`src/rtl/dsc_cache_arbiter.sv`:
```
// Descriptor-cache RAM sequencer: zero-fill sweep, round-robin reads, tagged returns.
// Optional error counters (SB_CNT/DB_CNT) enabled by defining DSC_CACHE_ERRCNT_EN.
module dsc_cache_arbiter #(
  parameter int WIDTH  = 128,
  parameter int ADDR_W = 7,
  parameter int NUM_RQ = 4,
  parameter int RD_LAT = 2
) (
  input  logic                     clk_i,
  input  logic                     rst_i,
  output logic                     init_done_o,
  input  logic [NUM_RQ-1:0]        rd_req_i,
  input  logic [NUM_RQ*ADDR_W-1:0] rd_addr_i,
  output logic [NUM_RQ-1:0]        rd_gnt_o,
  output logic [NUM_RQ-1:0]        rd_valid_o,
  output logic [WIDTH-1:0]         rd_data_o,
  output logic                     rd_err_o,
  input  logic                     wr_req_i,
  input  logic [ADDR_W-1:0]        wr_addr_i,
  input  logic [WIDTH-1:0]         wr_data_i,
  output logic                     wr_ack_o,
  output logic                     ram_wen_o,
  output logic [ADDR_W-1:0]        ram_waddr_o,
  output logic [WIDTH-1:0]         ram_wdata_o,
  output logic                     ram_ren_o,
  output logic [ADDR_W-1:0]        ram_raddr_o,
  input  logic [WIDTH-1:0]         ram_rdata_i,
  input  logic                     ram_sb_correct_i,
  input  logic                     ram_db_detect_i
`ifdef DSC_CACHE_ERRCNT_EN
  ,
  output logic [15:0]              sb_cnt_o,
  output logic [15:0]              db_cnt_o
`endif
);

  localparam int PTR_W = (NUM_RQ > 1) ? $clog2(NUM_RQ) : 1;

  typedef enum logic {
    INIT,
    RUN
  } state_t;

  state_t                         state_q, state_d;
  logic [ADDR_W-1:0]              cnt_q, cnt_d;
  logic                           init_done_q;
  logic [PTR_W-1:0]               ptr_q, ptr_d;
  logic [NUM_RQ-1:0]              gnt;
  logic [RD_LAT-1:0][NUM_RQ-1:0]  pipe_q;
  int                             idx;
  logic                           found;

  // Sweep/run sequencing and write-port steering.
  always_comb begin
    state_d     = state_q;
    cnt_d       = cnt_q;
    ram_wen_o   = 1'b0;
    ram_waddr_o = '0;
    ram_wdata_o = '0;
    wr_ack_o    = 1'b0;
    if (!rst_i) begin
      unique case (state_q)
        INIT: begin
          ram_wen_o   = 1'b1;
          ram_waddr_o = cnt_q;
          cnt_d       = cnt_q + 1'b1;
          if (cnt_q == '1) state_d = RUN;
        end
        RUN: begin
          wr_ack_o    = wr_req_i;
          ram_wen_o   = wr_req_i;
          ram_waddr_o = wr_addr_i;
          ram_wdata_o = wr_data_i;
        end
        default: state_d = INIT;
      endcase
    end
  end

  // Round-robin read pick; a read colliding with this cycle's write waits.
  always_comb begin
    gnt         = '0;
    ptr_d       = ptr_q;
    ram_raddr_o = '0;
    found       = 1'b0;
    idx         = 0;
    if (!rst_i && state_q == RUN) begin
      for (int k = 0; k < NUM_RQ; k++) begin
        idx = (int'(ptr_q) + k) % NUM_RQ;
        if (!found && rd_req_i[idx] &&
            !(wr_req_i &&
              rd_addr_i[idx*ADDR_W +: ADDR_W] == wr_addr_i)) begin
          found       = 1'b1;
          gnt[idx]    = 1'b1;
          ram_raddr_o = rd_addr_i[idx*ADDR_W +: ADDR_W];
          ptr_d       = PTR_W'((idx + 1) % NUM_RQ);
        end
      end
    end
  end

  assign rd_gnt_o    = gnt;
  assign ram_ren_o   = found;
  assign init_done_o = init_done_q;

  // State, sweep counter, done flag and round-robin pointer.
  always_ff @(posedge clk_i or posedge rst_i) begin
    if (rst_i) begin
      state_q     <= INIT;
      cnt_q       <= '0;
      init_done_q <= 1'b0;
      ptr_q       <= '0;
    end else begin
      state_q     <= state_d;
      cnt_q       <= cnt_d;
      init_done_q <= (state_d == RUN);
      ptr_q       <= ptr_d;
    end
  end

  // Return tag pipeline, aligned with the RAM read latency.
  always_ff @(posedge clk_i or posedge rst_i) begin
    if (rst_i) begin
      pipe_q <= '0;
    end else begin
      pipe_q[0] <= gnt;
      for (int s = 1; s < RD_LAT; s++) pipe_q[s] <= pipe_q[s-1];
    end
  end

  assign rd_valid_o = pipe_q[RD_LAT-1];
  assign rd_data_o  = ram_rdata_i;
  assign rd_err_o   = ram_db_detect_i & (|rd_valid_o);

`ifdef DSC_CACHE_ERRCNT_EN
  logic [15:0] sb_q, db_q;

  // Saturating error counters on returning words.
  always_ff @(posedge clk_i or posedge rst_i) begin
    if (rst_i) begin
      sb_q <= '0;
      db_q <= '0;
    end else if (|rd_valid_o) begin
      if (ram_sb_correct_i && sb_q != 16'hFFFF) sb_q <= sb_q + 16'd1;
      if (ram_db_detect_i && db_q != 16'hFFFF) db_q <= db_q + 16'd1;
    end
  end

  assign sb_cnt_o = sb_q;
  assign db_cnt_o = db_q;
`else
  logic unused_sb;
  assign unused_sb = ram_sb_correct_i;
`endif

endmodule

```
`config.mk`:
```
export PLATFORM = sky130hd
export DESIGN_NAME = dsc_cache_arbiter
export DESIGN_NICKNAME = d
export VERILOG_FILES = /design/src/rtl/dsc_cache_arbiter.sv
export SDC_FILE = /design/constraint.sdc
export NUM_CORES = 1
export LEC_CHECK = 0
export ABC_AREA = 1
export BUFFER_PORTS_ARGS = -buffer_cell sky130_fd_sc_hd__buf_2
export CAP_MARGIN = 5
export CORE_AREA = 2 2 227 229
export CTS_CLUSTER_SIZE = 30
export DETAILED_ROUTE_END_ITERATION = 12
export DIE_AREA = 0 0 229 231
export PLACE_DENSITY = 0.41
export SETUP_SLACK_MARGIN = 0.4
export SLEW_MARGIN = 10
export SYNTH_ARGS = -nofsm -noshare
export SYNTH_HDL_FRONTEND = slang
export SYNTH_SLANG_ARGS = --single-unit
```
`constraint.sdc`:
```
create_clock -name clk_i -period 4.45 [get_ports clk_i]
set_input_delay 1.1125 -clock clk_i [delete_from_list [all_inputs] [get_ports clk_i]]
set_output_delay 1.1125 -clock clk_i [all_outputs]
set_load 0.02 [all_outputs]
```
==> results.md <==
- Ports: 583
- Final WL: 48200 µm
- Startpoint type of the worst setup path: input pin
- Max VDD drop: 0.233 mV
- NetSw: 4.90 mW
- GR Util All Layers: 17.2%
- Worst Hold Class: flop to flop
- Vias: 10400
- First-pass DRT Iterations: 6
- Max-cap violations: 0
- Most used cell, CP: nand2_1
- Height of the die: 231 µm
- Row cnt: 83
- Worst-path maximum fanout: 8
- CTS root buf: clkbuf_16
- Total CTS buffers: 3
- Power share of the clock group: 2.2%
- RSZ-0062 raised after global routing: yes
- Final Max Slew Viols: 0
- Skew-Pair Late Insertion Delay: 0.25 ns
- CP cell instances: buf_2, nand2_1, nand2_1, nand2_1, nand2_1, nand2_1, nand3_1, nand2_1, nand3_1, nand2_1, nand2_1, nor2_1, nand2_2, nand2_2, nand2_2, nor2_4, buf_4, a21oi_2, a21oi_4, buf_6
- Initial antenna violation count: 9
- Input/output buffers: 325
- Final number of hold-violating endpoints: 0
- Area delta synth->final: 55.6%
- CP max stage cell: nor2_4
- RD Place Congestion: 1.03
- YS warnings: 0
- Critical path endpoint category: primary output
- Syn avg cell area: 4.89 µm²
- CP Buf/Inv Count: 3
- Share of the clock period used by the worst path: 103%
- Die ar.: 52900 µm²
- Commonest non-fill, non-tap cell in the layout: nand2_1
- Mapped Area: 6800 µm²
- Syn_nets: 1699
- Detail Placement HPWL: 41700 µm
- # setup viols final: 11
- Initial core utilization: 13.4%
- Max H-tree Level: 1
- Vias in the first global route: 9652
- Comb pwr share: 95.1%
- Pwr Density: 812 nW/µm²
- Pin count of the biggest net entering global routing: 132
- FF-to-FF setup slack: 1.30 ns
- Clk sinks: 18
- Synthesis-stage register bit count: 18
- Most frequent cells in the layout: 477 x nand2_1, 312 x buf_2, 219 x nand3_1, 191 x buf_4, 176 x nor2_1
- Status: complete, but fails checks
- Pre-CTS setup slack: -0.293 ns
- Post-Synth Adder-Cell Area: 1.66%
- Maximum clock path buffer count: 2
- First-pass GRT wire length: 66700 µm
- Crit Path Category: input pin to primary output
- Largest family of logic cells by synthesized area: simple AND/OR/NAND/NOR gates
- CTS tree: built
- Routed len/inst: 19.9 µm
- Internal power: 3.70 mW
- Layout Nets: 2042
- Sequential area share after synthesis: 6.62%
- Max stage delay on crit path: 0.22 ns
- Final worst slack: -0.124 ns
- DRT antenna net count: 0
- Netlist cell types: 33
- Drc violations: 0
- Violated checks: setup timing
- Synth Area in Compound Gates: 6.81%
- Synth Area in Simple Gates: 60.3%
- Worst slew pin tran: 0.781 ns
- Worst EP required: 3.34 ns
- Cell count after synthesis: 1390
- Top cell type's share of synthesized area: 29.2%
- Static leakage: 6.10 nW
- Grt ovf: 0
- Post-synth top area cell: nand2_1
- Relative slew slack: 47.9%
- Vias per inst: 4.29
- Worst Path Arrival: 3.46 ns
- Multiplexer area fraction after synthesis: 0%
- Final Critical Period: 4.57 ns
- CP delay by family, top: simple AND/OR/NAND/NOR gates
- DR iter-0 viols: 740
- Layout cell share with drive strength beyond 1: 40.2%
- Sw Ratio: 57.0%
- Register share of total power: 2.7%
- Core Area: 50700 µm²
- Total negative slack: -0.923 ns
- Clk_skew: 0.00708 ns
- Top post-synthesis cells by area: nand2_1 29%, nand3_1 18%, buf_4 15%, nor2_1 11%, dfrtp_1 6.6%
- Clock slew at reported path FFs: 0.05 ns
- Hold_ws: 0.351 ns
- Xor and xnor area share after synthesis: 0.901%
- Die Wd: 229 µm
- FMAX: 219 MHz
## cell type report
class | count | area [µm²]
Antenna cell | 5 | 12.5
Clock buffer | 4 | 78.8
Fill cell | 6046 | 40100
Inverter | 72 | 283
Multi-Input combinational cell | 1094 | 5270
Sequential cell | 18 | 457
Tap cell | 680 | 851
Timing Repair Buffer | 544 | 3630
## Yosys cell counts
library cell and number:
nand2_1 530, nand3_1 240, nor2_1 193, buf_4 137, inv_1 63, clkbuf_1 46, o21ai_0 32, a21oi_1 26
dfrtp_1 18, o21ai_1 15, buf_2 14, nand2_2 10, ha_1 9, inv_2 7, xor2_1 7, nand4_1 6
buf_6 5, buf_1 4, nor2_2 4, o22ai_1 4, nor3_1 3, o211ai_1 3, clkinv_1 2, o21bai_1 2
or2_2 2, a21oi_2 1, and2_1 1, nand3_2 1, nor2_4 1, o21a_1 1, o31ai_1 1, o41a_1 1
or2_1 1
## through the flow
stage	cell area (µm²)	power (mW)	std cells	util, %
global placement	9620	7.21	2388	19.0
CTS	10300	8.22	2408	20.4
finish	10600	8.59	2417	20.9
floorplan	6840	4.14	1390	-
global route	10600	9.29	2416	20.9
detailed placement	9620	7.15	2388	19.0
## power by group through the flow
stage	combinational [mW]	clock [mW]	sequential, mW
global route	8.85	0.195	0.240
global placement	6.98	0	0.229
CTS	7.79	0.190	0.233
floorplan	3.91	0	0.230
detailed placement	6.92	0	0.230
finish	8.17	0.185	0.234
## metal layers
metal  routed length, µm  GRT usage, %  vias up  part of all wire [%]
li1                    -             -     4956                     -
met1               20600          22.2     4865                    43
met4                1540          5.15        0                   3.2
met3                3220          2.82       60                   6.7
met2               22800          29.1      481                    47
met5                   0             0        -                     0
## cell families after synthesis
kind of cell,Yosys count
flip-flops,18
adder cells (fa/ha/maj),9
AND/OR/NAND/NOR,992
buffers and inverters,278
XOR/XNOR,7
AO/OA/AOI/OAI,86
## flip-flops by register name, summed over array words and instances, names as in the netlist
register	cells
cnt_q	7
pipe_q	4
rd_valid_o	4
ptr_q	2
init_done_o	1
## worst paths after layout
path / startpoint / to / cells past startpoint
setup / recovery: rd_addr_i[13] / rd_gnt_o[1] / 20
hold / removal: pipe_q[0] / rd_valid_o[0] / 0
setup reg to reg: ptr_q[0] / pipe_q[1] / 21
hold reg to reg: pipe_q[0] / rd_valid_o[0] / 0
max in group asynchronous: rst_i / init_done_o / 2
min in group asynchronous: rst_i / ptr_q[1] / 2
## repair_timing
| item | in CTS | in global routing |
|---|---|---|
| pin swaps | 32 | 40 |
| setup buffers | 14 | 4 |
| resized for setup | 135 | 60 |
| hold buffers | 0 | 0 |
| endpoints found under the setup margin | 12 | 12 |
| cloned | 2 | 0 |
No activity file was read; power rests on OpenSTA's default activity.
